--- src/rtl/risc16_boot_loader.sv ---
// Boot loader for risc16b: receives a framed byte stream, writes 16-bit words to instruction
// memory and holds the core in reset until the checksum verifies. Optional: LOADER_TIMEOUT_EN.
module risc16_boot_loader #(
    parameter logic [15:0] BASE_ADDR      = 16'h0000,
    parameter logic [7:0]  SYNC_BYTE      = 8'hA5,
    parameter int unsigned MAX_WORDS      = 32768,
    parameter int unsigned TIMEOUT_CYCLES = 50000
) (
    input  logic        clk,
    input  logic        rst,
    input  logic [7:0]  rx_data,
    input  logic        rx_valid,
    output logic        rx_ready,
    output logic [15:0] m_addr,
    output logic [15:0] m_dout,
    output logic [1:0]  m_we,
    output logic        core_rst,
    output logic        done,
    output logic        err
);

    typedef enum logic [2:0] {
        StIdle, StLenH, StLenL, StDataH, StDataL, StCsum, StRun, StError
    } state_e;

    state_e      state_q, state_d;
    logic [7:0]  len_h_q, len_h_d;
    logic [7:0]  data_h_q, data_h_d;
    logic [7:0]  sum_q, sum_d;
    logic [15:0] cnt_q, cnt_d;
    logic [15:0] idx_q, idx_d;
    logic [15:0] m_addr_q, m_addr_d;
    logic [15:0] m_dout_q, m_dout_d;
    logic [1:0]  m_we_q, m_we_d;
    logic        accept;
    logic        active;
    logic [15:0] len_word;

    assign rx_ready = (state_q != StRun);
    assign accept   = rx_valid && rx_ready;
    assign active   = (state_q == StLenH) || (state_q == StLenL) || (state_q == StDataH) ||
                      (state_q == StDataL) || (state_q == StCsum);
    assign len_word = {len_h_q, rx_data};

    assign core_rst = (state_q != StRun);
    assign done     = (state_q == StRun);
    assign err      = (state_q == StError);
    assign m_addr   = m_addr_q;
    assign m_dout   = m_dout_q;
    assign m_we     = m_we_q;

`ifdef LOADER_TIMEOUT_EN
    logic [31:0] tmo_q, tmo_d;
    logic        tmo_hit;

    always_comb begin
        tmo_d = 32'd0;
        if (!accept && active) begin
            tmo_d = tmo_q + 32'd1;
        end
    end
    assign tmo_hit = !accept && active && (tmo_q == TIMEOUT_CYCLES - 1);

    always_ff @(posedge clk) begin
        if (!rst) begin
            tmo_q <= 32'd0;
        end else begin
            tmo_q <= tmo_d;
        end
    end
`else
    logic tmo_hit;
    logic unused_timeout;
    assign tmo_hit        = 1'b0;
    assign unused_timeout = ^TIMEOUT_CYCLES;
`endif

    always_comb begin
        state_d  = state_q;
        len_h_d  = len_h_q;
        data_h_d = data_h_q;
        sum_d    = sum_q;
        cnt_d    = cnt_q;
        idx_d    = idx_q;
        m_addr_d = m_addr_q;
        m_dout_d = m_dout_q;
        m_we_d   = 2'b00;

        if (accept) begin
            unique case (state_q)
                StIdle, StError: begin
                    if (rx_data == SYNC_BYTE) begin
                        state_d = StLenH;
                        sum_d   = 8'd0;
                        idx_d   = 16'd0;
                    end
                end
                StLenH: begin
                    len_h_d = rx_data;
                    sum_d   = sum_q + rx_data;
                    state_d = StLenL;
                end
                StLenL: begin
                    sum_d = sum_q + rx_data;
                    cnt_d = len_word;
                    if (32'(len_word) > MAX_WORDS) begin
                        state_d = StError;
                    end else if (len_word == 16'd0) begin
                        state_d = StCsum;
                    end else begin
                        state_d = StDataH;
                    end
                end
                StDataH: begin
                    data_h_d = rx_data;
                    sum_d    = sum_q + rx_data;
                    state_d  = StDataL;
                end
                StDataL: begin
                    sum_d    = sum_q + rx_data;
                    m_we_d   = 2'b11;
                    m_dout_d = {data_h_q, rx_data};
                    // Word index scaled to a byte offset; wraps modulo 2^16.
                    m_addr_d = BASE_ADDR + {idx_q[14:0], 1'b0};
                    idx_d    = idx_q + 16'd1;
                    cnt_d    = cnt_q - 16'd1;
                    state_d  = (cnt_q == 16'd1) ? StCsum : StDataH;
                end
                StCsum: begin
                    state_d = (rx_data == sum_q) ? StRun : StError;
                end
                default: ;
            endcase
        end else if (tmo_hit) begin
            state_d = StError;
        end
    end

    always_ff @(posedge clk) begin
        if (!rst) begin
            state_q  <= StIdle;
            len_h_q  <= 8'd0;
            data_h_q <= 8'd0;
            sum_q    <= 8'd0;
            cnt_q    <= 16'd0;
            idx_q    <= 16'd0;
            m_addr_q <= 16'd0;
            m_dout_q <= 16'd0;
            m_we_q   <= 2'b00;
        end else begin
            state_q  <= state_d;
            len_h_q  <= len_h_d;
            data_h_q <= data_h_d;
            sum_q    <= sum_d;
            cnt_q    <= cnt_d;
            idx_q    <= idx_d;
            m_addr_q <= m_addr_d;
            m_dout_q <= m_dout_d;
            m_we_q   <= m_we_d;
        end
    end

endmodule

--- config.mk ---
export PLATFORM = sky130hd
export DESIGN_NAME = risc16_boot_loader
export DESIGN_NICKNAME = d
export VERILOG_FILES = /design/src/rtl/risc16_boot_loader.sv
export SDC_FILE = /design/constraint.sdc
export NUM_CORES = 1
export LEC_CHECK = 0
export ABC_AREA = 1
export CAP_MARGIN = 20
export CORE_AREA = 2 2 99 101
export CTS_CLUSTER_DIAMETER = 60
export DETAILED_ROUTE_END_ITERATION = 6
export DIE_AREA = 0 0 101 103
export GPL_ROUTABILITY_DRIVEN = 0
export HOLD_SLACK_MARGIN = 0.06
export PLACE_DENSITY = 0.72
export SYNTH_ARGS = -nofsm -noshare
export SYNTH_HDL_FRONTEND = slang
export SYNTH_SLANG_ARGS = --single-unit
--- constraint.sdc ---
create_clock -name clk -period 1.4 [get_ports clk]
set_input_delay 0.28 -clock clk [delete_from_list [all_inputs] [get_ports clk]]
set_output_delay 0.28 -clock clk [all_outputs]
set_load 0.05 [all_outputs]
Word level (Yosys, flattened, before mapping). Index checks and enable logic that the tools add are counted. Widths: inputs -> output; s select.

Bits in registers: 92. Bits of input ports: 11. Output and inout bits: 38. Logic and storage cells: 54.

$add $sub $neg: 3. $lt $le $gt $ge: 1. Equal/unequal tests: 12. Muxes and demuxes: 12. Reduce and logical (&&, ||, !) cells: 17.

Operators with widths (number): $pmux 16 s2 (2); $pmux 3 s6 (1); $add 16x1->16 const B (1); $eq 16x1->1 const B (1); $gt 16x16->1 const B (1); $logic_not 16->1 (1); $mux 16 (1); $pmux 8 s2 (1); $sub 16x1->16 const B (1); $eq 3x3->1 const B (4); $mux 3 (4); $reduce_and 2->1 (5); $reduce_and 3->1 (3); $add 8x8->8 (1); $eq 8x8->1 (1); $eq 8x8->1 const B (1); $mux 8 (1); $eq 3x2->1 const B (2); $reduce_bool 2->1 (3); $reduce_bool 6->1 (1); $reduce_or 4->1 (1); $eq 3x1->1 const B (1); $logic_not 3->1 (1); $ne 3x3->1 const B (1); other kinds (5) (5).

Longest topological paths before layout. Gate-level depths: netlist of the first run.

Depth in word-level cells: 4. Depth in mapped cells: 11. Gate-level depth less buffers: 11.

Worst setup path before layout of the first run. Ideal clock, no wire load.

Kind: register to output. Start point: register state_q[1]. End point: output port rx_ready. Data arrival time: 1772 ps. Data required time: 1120 ps. Slack: -652 ps. Stages on the path, launching flop included: 5. Path buffers: 1. Path through: dfxtp_1 nand2_2 nor2_2 inv_1 buf_4.

Longest elaborated chain between the ends: 1.

RTL lines: start: declaration (line 26) `state_e state_q, state_d;`; start signal: assignment (line 141) `state_q <= StIdle;`; start signal: assignment (line 151) `state_q <= state_d;`; $ne 3x3->1; end: declaration (line 13) `output logic rx_ready,`.

Every way passes these cells.

Worst setup path after layout of the first run.
Start point: register state_q[2]. End point: register state_q[2].

Longest elaborated chain between the ends: 4. Elaborated cells between the ends (all ways): 14. Those cells by class: eq/ne (8); mux (1); reduce/logical (5).

RTL lines: $eq 3x3->1 or $logic_not 3->1 (tied branches) (line 90) `unique case (state_q)`; $reduce_or 2->1 (line 90); $reduce_bool 6->1 (no source line) or $ne 2x2->1 (tied branches); $reduce_and 3->1 (no source line).

Parallel ways exist; a longest one is shown, timed or not. A chain may end at the register's enable or synchronous reset.

==> results.toml, run 1 <==
[run_status]
status = "finished with violations"
violations = "negative setup slack"

[placed_design]
portBuffers = 47
place_area_um2 = 6200
dp_hpwl_um = 9500
dp_cells = 902

[die]
dieArea_um2 = 10400
start_util = 0.491
rows = 36
die_h_um = 103
fp.dieW_um = 101
core_area_um2 = 9460
ioPinCount = 49

[critical_path]
worst_r2r_path_depth = 9
r2r-start = "state_q[2]"
crit_path_start_kind = "register"
crit_path_end_kind = "register"
reg2reg_slack_ns = -0.37
critPathCapture = "state_q[2]"
critical_path_required_ns = 1.70
cp_slowest_cell = "dfxtp_4"
critPathKind = "reg -> reg"
worstPathArrival_ns = 2.06
critPathLaunch = "state_q[2]"
cp_max_fo = 4
slowest_delay_ns = 0.41
worstPathCellList = "buf_6 > inv_6 > nand2_2 > o21ai_4 > buf_12 > a21oi_4 > buf_4 > nand2_1 > a21oi_1"
reg2reg_to = "state_q[2]"

[detailed_routing]
vias = 5605
wl_per_cell_um = 19.3
viasPerCell = 5.92
first_pass_iters = 6
drt-total-wl_um = 18300
drt_iter0_markers = 599
drtAntennaViolNets = 0
post-route-drc-count = 0

[timing]
fin_ws_ns = -0.369
fin_crit_sh = 1.26
layout_min_cycle_time_ns = 1.77
hold_ws_ns = 0.387
finalMaxSlewViolations = 0
hold_viol = 0
fmax_mhz = 565
finalSetupViolCount = 89
fin_worst_skew_ns = 0.0201
rsz0062_at_grt = "yes"

[cts]
cts_hold_buf = 0
cts_sinks = 90
root_buffer = "clkbuf_8"
h-tree-depth = 3
cts_buffers = 9
cts_tree = "built"
insertion_delay_ns = 0.39
path_clk_slew_ns = 0.11
clock_path_buffers = 2

[cells_and_area]
nFillCells = 564
final_cell_area_um2 = 7440
final_cell_mix = "122 x nand2_1, 85 x dfxtp_1, 82 x nor2_1"
antenna_cells = 0
mostFrequentLayoutCell = "nand2_1"
nNetsFinal = 849
drive_gt1_frac = 0.381
area_growth_pct = 60.3
stdcell_count = 946

[global_routing]
first_global_vias = 4756
grt-ovfl-total = 0
antenna_found_initial = 0
grt_pass1_wl_um = 22400
grt_max_degree = 47
grt_usage = 0.272

[min_path]
min-delay-start = "rx_data[0]"
hold_depth = 4
worstHoldPathType = "in -> reg"

[logic_synthesis]
ys_seq_area_frac = 0.388
synthDistinctLibCells = 38
syn_avg_cell_area_um2 = 6.80
synth_cells = 683
yosysWarnings = 0
netlist_area_um2 = 4640
synth_seq_cells = 90
syn-num-nets = 705

[pwr]
seq_power_share = 0.552
p_leak_nw = 3.09
p_int_mw = 3.34
p_per_area_nw_per_um2 = 622
combPwrFrac = 0.069
ir_drop_mv = 0.402
swShare = 0.278
p_switching_mw = 1.28
p_clk_frac = 0.379

[job]
maxCapViolCount = 0
[flip-flops by register name, indices dropped and copies added, names as in the netlist]
register	count
len_h_q	8
m_we	1
data_h_q	8
cnt_q	16
state_q	3
m_addr	15
idx_q	15
m_dout	16
sum_q	8
[cell families (layout without fill, tap and decap cells)]
family | after synthesis | count (layout) | synth area share
AND/OR/NAND/NOR | 324 | 326 | 0.296
AO/OA/AOI/OAI | 154 | 154 | 0.176
buffers and inverters | 92 | 239 | 0.0873
flip-flops | 90 | 90 | 0.388
adder cells (fa/ha/maj) | 11 | 11 | 0.0313
XOR/XNOR | 11 | 11 | 0.0208
other | 1 | 1 | 0.000808
[metrics by stage]
| stage | TNS (ns) | worst slack, ns | util | power (mW) |
|---|---|---|---|---|
| 5_1_grt | -17.92 | -0.415 | 0.787 | 4.73 |
| 3_5_place_dp | -33.47 | -0.701 | 0.655 | 2.88 |
| 4_1_cts | -5.10 | -0.240 | 0.704 | 4.52 |
| 2_1_floorplan | -3.07 | -0.339 | - | 2.72 |
| 6_report | -14.66 | -0.369 | 0.787 | 4.63 |
| 3_3_place_gp | -31.53 | -0.653 | 0.655 | 2.88 |
[power by group through the flow]
| stage | combinational, mW | sequential (mW) | clock (mW) |
|---|---|---|---|
| 2_1_floorplan | 0.107 | 2.62 | 0 |
| 3_3_place_gp | 0.258 | 2.62 | 0 |
| 3_5_place_dp | 0.264 | 2.62 | 0 |
| 4_1_cts | 0.269 | 2.56 | 1.70 |
| 5_1_grt | 0.334 | 2.55 | 1.84 |
| 6_report | 0.319 | 2.55 | 1.76 |
[layer usage]
| layer | track usage | share of wire | vias to the layer above |
|---|---|---|---|
| met5 | 0 | 0 | - |
| met4 | 0.105 | 0.054 | 0 |
| met3 | 0.0536 | 0.097 | 100 |
| met2 | 0.463 | 0.47 | 372 |
| met1 | 0.342 | 0.37 | 2602 |
| li1 | - | - | 2531 |
[cell usage after synthesis (all sizes together)]
cell type	count	area (um^2)
nand2	142	543
nor2	113	442
dfxtp	90	1800
a21oi	73	377
o21ai	72	372
inv	61	229
nand3	39	200
buf	15	116
clkbuf	15	56.3
nand4	13	81.3
ha	10	125
xor2	8	70.1
nor3	7	40.0
and2	5	31.3
a211oi	3	27.5
nand3b	3	22.5
xnor2	3	26.3
a31oi	2	12.5
nor4	2	12.5
a21o	1	7.51
clkinv	1	3.75
conb	1	3.75
fa	1	20.0
o211ai	1	7.51
o21bai	1	7.51
o22ai	1	6.26
[final cells by class]
class / instances / area, um^2 / area share
Clock buffer: 10 / 128 / 0.0172
Clock inverter: 6 / 46.3 / 0.00622
Inverter: 62 / 262 / 0.0351
Multi-Input combinational cell: 503 / 3050 / 0.410
Sequential cell: 90 / 1820 / 0.244
Tap cell: 114 / 143 / 0.0192
Timing Repair Buffer: 161 / 2000 / 0.269
[repair_timing]
item / CTS / global route
hold endpoints to repair: 0 / 0
buffers inserted: 7 / 10
cloned: 2 / 10
gates resized for setup: 61 / 193
endpoints found under the setup margin: 86 / 93
pin swaps: 11 / 57
[worst max-delay path, delay by kind of cell (launching register included)]
kind | cells | cell delay, ns
AOI/OAI and AO/OA | 3 | 0.55
DFF | 1 | 0.41
buffers and inverters | 4 | 0.53
and+or+nand+nor | 2 | 0.18
[how the worst min path moves through the flow]
stage                        to  slack (ns)
floorplan             m_dout[3]        0.41
global placement    data_h_q[5]        0.44
detailed placement  data_h_q[3]        0.45
CTS                   m_dout[4]        0.44
global route          m_dout[0]        0.40
finish                m_dout[0]        0.39
No activity file was read; power rests on OpenSTA's default activity.
==> inputs of run 2 (changes only) <==
--- a/config.mk
+++ b/config.mk
@@ -7,13 +7,13 @@
 export LEC_CHECK = 0
 export ABC_AREA = 1
 export CAP_MARGIN = 20
-export CORE_AREA = 2 2 99 101
+export CORE_AREA = 2 2 100 102
 export CTS_CLUSTER_DIAMETER = 60
 export DETAILED_ROUTE_END_ITERATION = 6
-export DIE_AREA = 0 0 101 103
+export DIE_AREA = 0 0 102 104
 export GPL_ROUTABILITY_DRIVEN = 0
 export HOLD_SLACK_MARGIN = 0.06
-export PLACE_DENSITY = 0.72
+export PLACE_DENSITY = 0.71
 export SYNTH_ARGS = -nofsm -noshare
 export SYNTH_HDL_FRONTEND = slang
 export SYNTH_SLANG_ARGS = --single-unit
==> run 2 against run 1 <==
The run ends with design-rule violations, negative setup slack left; cell count grew 4.9%; clock power grew 19%; worst setup slack lost 0.19 ns; first-iteration DRC count grew 78%.
==> results.toml, run 2 (synthesis gave the netlist of run 1 again) <==
[timing]
layout_min_cycle_time_ns = 1.96
finalMaxSlewViolations = 0
hold_viol = 0
fin_crit_sh = 1.40
fin_ws_ns = -0.563
fmax_mhz = 509
finalSetupViolCount = 93
setup_tns_ns = -19.77
rsz0062_at_grt = "yes"
fin_worst_skew_ns = 0.0294

[global_routing]
grt_pass1_wl_um = 28100
gr-max-usage-layer = "met2"
first_global_vias = 5527
grt_use_met3 = 0.0753
grt_usage = 0.339
antenna_found_initial = 0
grtUsageMet1 = 0.433
globalRouteMet2Util = 0.524
grt-ovfl-total = 0
grt_max_degree = 21

[die]
fp.dieW_um = 102
die_h_um = 104
dieArea_um2 = 10600
start_util = 0.486
core_area_um2 = 9550
rows = 36
ioPinCount = 49

[critical_path]
critical_path_required_ns = 1.69
crit_path_start_kind = "register"
critPathKind = "reg -> reg"
reg2reg_slack_ns = -0.56
worstPathArrival_ns = 2.25
r2r-start = "state_q[1]"
worst_r2r_path_depth = 11
reg2reg_to = "idx_q[7]"
cp_max_fo = 6
crit_path_end_kind = "register"

[detailed_routing]
drtAntennaViolNets = 0
drt_iter0_markers = 1064
first_pass_iters = 7
vias = 6244
drt-total-wl_um = 22200
wl_per_cell_um = 22.4
post-route-drc-count = 1
viasPerCell = 6.29

[placed_design]
dp_hpwl_um = 9710
portBuffers = 47
place_ws_ns = -0.684
dp_cells = 940

[cts]
insertion_delay_ns = 0.41
clock_path_buffers = 2
root_buffer = "clkbuf_8"
cts_buffers = 9
cts_tree = "built"
cts_sinks = 90
path_clk_slew_ns = 0.11
h-tree-depth = 3

[pwr]
finalPower_mw = 5.02
ir_drop_mv = 0.440
p_per_area_nw_per_um2 = 625
p_leak_nw = 3.36

[cells_and_area]
final_cell_mix = "112 x nand2_1, 86 x buf_4, 85 x dfxtp_1"
stdcell_count = 992
antenna_cells = 0
mostFrequentLayoutCell = "nand2_1"
drive_gt1_frac = 0.440
final_util = 0.841
nNetsFinal = 876
area_growth_pct = 72.9

[min_path]
hold_end = "m_dout[4]"
hold_depth = 3
min-delay-start = "rx_data[4]"
worstHoldPathType = "in -> reg"

[run_status]
violations = "design-rule violations, negative setup slack"
status = "finished with violations"

[job]
maxCapViolCount = 0
-- run 2: per-stage QoR --
step	instance area, um^2	hold WS (ns)
floorplan	4700	0.415
global route	8030	0.466
CTS	7350	0.406
finish	8030	0.450
global placement	6340	0.444
detailed placement	6340	0.449
-- run 2: how the worst max path moves through the flow --
stage / endpoint / slack (ns) / startpoint / cells past startpoint
finish: idx_q[7] / -0.56 / state_q[1] / 11
global route: idx_q[7] / -0.54 / state_q[1] / 11
CTS: rx_ready / -0.21 / state_q[1] / 5
detailed placement: idx_q[4] / -0.68 / rx_data[2] / 11
global placement: sum_q[4] / -0.67 / rx_data[0] / 8
floorplan: rx_ready / -0.34 / state_q[1] / 4
-- run 2: area by class of cell --
class / count / area (um^2)
clock buffer: 9 / 124
clock inverter: 7 / 87.6
fill: 456 / 1520
inverter: 62 / 277
multi-input combinational: 504 / 3270
sequential: 90 / 1820
tap: 133 / 166
timing repair buffer: 187 / 2290
-- run 2: report_power, final --
group / total (mW) / switching [mW] / internal [mW]
clock: 2.09 / 1.21 / 0.876
sequential: 2.56 / 0.00120 / 2.55
combinational: 0.370 / 0.235 / 0.136
total: 5.02 / 1.45 / 3.57
-- run 2: timing repair --
item	4_1_cts	5_1_grt
buffers inserted	18	8
cloned	10	3
endpoints found under the setup margin	86	94
hold buffers	0	0
pin swaps	34	45
resized for setup	159	183
-- run 2: per-layer routing --
layer | vias to the layer above | wire length [um]
li1 | 2588 | -
met1 | 2885 | 7650
met2 | 579 | 10100
met3 | 192 | 2610
met4 | 0 | 1800
met5 | - | 0
-- run 2: worst max-delay path: stages, from the launching register on --
cell and delay [ns]:
dfxtp_4 0.39, buf_6 0.13, nor2_4 0.14, nand2_2 0.10, o21ai_4 0.12, inv_2 0.09, nand2_4 0.08, inv_4 0.04
nor2_4 0.19, buf_12 0.17, nand2_2 0.12, a21oi_2 0.28
==> inputs of run 3 (changes only) <==
--- a/config.mk
+++ b/config.mk
@@ -12,8 +12,10 @@
 export DETAILED_ROUTE_END_ITERATION = 6
 export DIE_AREA = 0 0 102 104
 export GPL_ROUTABILITY_DRIVEN = 0
+export GPL_TIMING_DRIVEN = 0
 export HOLD_SLACK_MARGIN = 0.06
 export PLACE_DENSITY = 0.71
+export REMOVE_ABC_BUFFERS = 1
 export SYNTH_ARGS = -nofsm -noshare
 export SYNTH_HDL_FRONTEND = slang
 export SYNTH_SLANG_ARGS = --single-unit
==> run 3 against run 2 <==
The flow finishes with violations (negative setup slack); flip-flop and latch count is the same; critical endpoint is now idx_q[2]; sequential share of layout area grew 4.7 points; final area shrank 17%; global-route usage shrank 4.7 points; critical path type unchanged; largest cell class unchanged; fmax grew 14%.
==> results.toml, run 3 (synthesis gave the netlist of run 1 again) <==
[timing]
layout_min_cycle_time_ns = 1.72
tightest_slew_ns = 0.533
fin_ws_ns = -0.322
fmax_mhz = 581
fin_worst_skew_ns = 0.0168
fin_crit_sh = 1.23
finalSetupViolCount = 71
hold_ws_ns = 0.351
finalMaxSlewViolations = 0
rsz0062_at_grt = "yes"
maxSlewHeadroom = 0.645
hold_viol = 0

[run_status]
status = "finished with violations"
violations = "negative setup slack"

[critical_path]
worstPathArrival_ns = 2.00
worst_r2r_path_depth = 10
reg2reg_slack_ns = -0.32
crit_path_start_kind = "register"
crit_path_end_kind = "register"
cp_max_fo = 6
critical_path_required_ns = 1.68
r2r-start = "state_q[1]"
critPathKind = "reg -> reg"
reg2reg_to = "idx_q[2]"

[cells_and_area]
regArea_um2 = 1830
nNetsFinal = 799
final_util = 0.700
final_cell_mix = "111 x nand2_1, 91 x nor2_1, 78 x dfxtp_1"
final_cell_area_um2 = 6680
area_growth_pct = 43.9
mostFrequentLayoutCell = "nand2_1"
nFillCells = 717
antenna_cells = 0
multiInputGateArea_um2 = 3120
stdcell_count = 915
drive_gt1_frac = 0.335

[cts]
cts_buffers = 9
clock_path_buffers = 2
insertion_delay_ns = 0.38
root_buffer = "clkbuf_8"
cts_hold_buf = 0
path_clk_slew_ns = 0.10
cts_sinks = 90
h-tree-depth = 3
cts_tree = "built"

[global_routing]
first_global_vias = 4878
antenna_found_initial = 0
grt_usage = 0.292
grt-ovfl-total = 0
grt_max_degree = 58
grt_pass1_wl_um = 24600

[pwr]
p_clk_frac = 0.399
p_switching_mw = 1.20
combPwrFrac = 0.057
swShare = 0.257
p_int_mw = 3.48
p_leak_nw = 2.74
seq_power_share = 0.545
ir_drop_mv = 0.502
finalPower_mw = 4.68
p_per_area_nw_per_um2 = 701

[detailed_routing]
post-route-drc-count = 0
drt_iter0_markers = 596
vias = 5392
wl_per_cell_um = 18.7
viasPerCell = 5.89
first_pass_iters = 7
drt-total-wl_um = 17100
drtAntennaViolNets = 0

[die]
fp.dieW_um = 102
die_h_um = 104
dieArea_um2 = 10600
ioPinCount = 49
start_util = 0.486
rows = 36
core_area_um2 = 9550

[placed_design]
portBuffers = 47
place_area_um2 = 5130
dp_hpwl_um = 8070
dp_cells = 835

[min_path]
worstHoldPathType = "in -> reg"
hold_end = "m_dout[3]"
hold_depth = 3
min-delay-start = "rx_data[3]"

[job]
maxCapViolCount = 0
[run 3: cell types whose count changed in the layout (fill, tap and decap cells not counted), moves of 21 or more]
cell,change
buf_4,-58
o21ai_0,+40
a21oi_2,-21
clkdlybuf4s15_2,+23
buf_12,-40
o21ai_2,-24
[run 3: per-layer routing]
| layer | up-vias | global-route usage | share of wire |
|---|---|---|---|
| met5 | - | 0 | 0 |
| met4 | 0 | 0.114 | 0.047 |
| met3 | 85 | 0.0484 | 0.10 |
| met1 | 2529 | 0.387 | 0.38 |
| met2 | 334 | 0.470 | 0.47 |
| li1 | 2444 | - | - |
[run 3: repair_timing]
item,4_1_cts,5_1_grt
resized for setup,288,116
setup buffers,38,14
hold endpoints to repair,0,0
pin swaps,46,38
gates cloned,11,3
endpoints found under the setup margin,127,101
[run 3: area by class of cell]
cell class              instances  share of cell area
well taps                     133              0.0249
flip-flops and latches         90               0.273
clock inverters                 6              0.0109
repair buffers                101               0.158
multi-input cells             510               0.468
inverters                      62              0.0414
repair inverters                3             0.00449
clock buffers                  10              0.0191
[run 3: worst max-delay path by stage]
stage                    start         to  slack [ns]  cells past startpoint
floorplan           state_q[0]   idx_q[0]       -2.06                      7
global placement    state_q[0]  m_dout[4]       -3.65                      6
detailed placement  state_q[0]   idx_q[0]       -1.99                      7
CTS                 state_q[1]   core_rst       -0.14                      4
global route          idx_q[2]  idx_q[13]       -0.34                      7
finish              state_q[1]   idx_q[2]       -0.32                     10
[run 3: power groups by stage]
stage,clock network (mW),registers (mW),logic [mW]
after floorplan,0,2.62,0.0867
after global placement,0,2.62,0.190
after detailed placement,0,2.62,0.195
after CTS,1.86,2.55,0.229
after global routing,1.97,2.55,0.275
final,1.87,2.55,0.265
[run 3: through the flow]
| step | worst slack, ns | setup TNS (ns) |
|---|---|---|
| after CTS | -0.140 | -2.46 |
| after global routing | -0.336 | -12.94 |
| after global placement | -3.65 | -184.58 |
| after floorplan | -2.06 | -74.34 |
| after detailed placement | -1.99 | -103.44 |
| final | -0.322 | -10.95 |
[run 3: critical path, stage by stage, from the launching register on]
cell	delay (ns)
dfxtp_4	0.42
nand2_4	0.09
buf_6	0.13
o21ai_4	0.20
inv_2	0.10
nand2_8	0.09
inv_6	0.04
nor2_4	0.23
nand2_1	0.12
nand2_2	0.10
a21oi_2	0.08
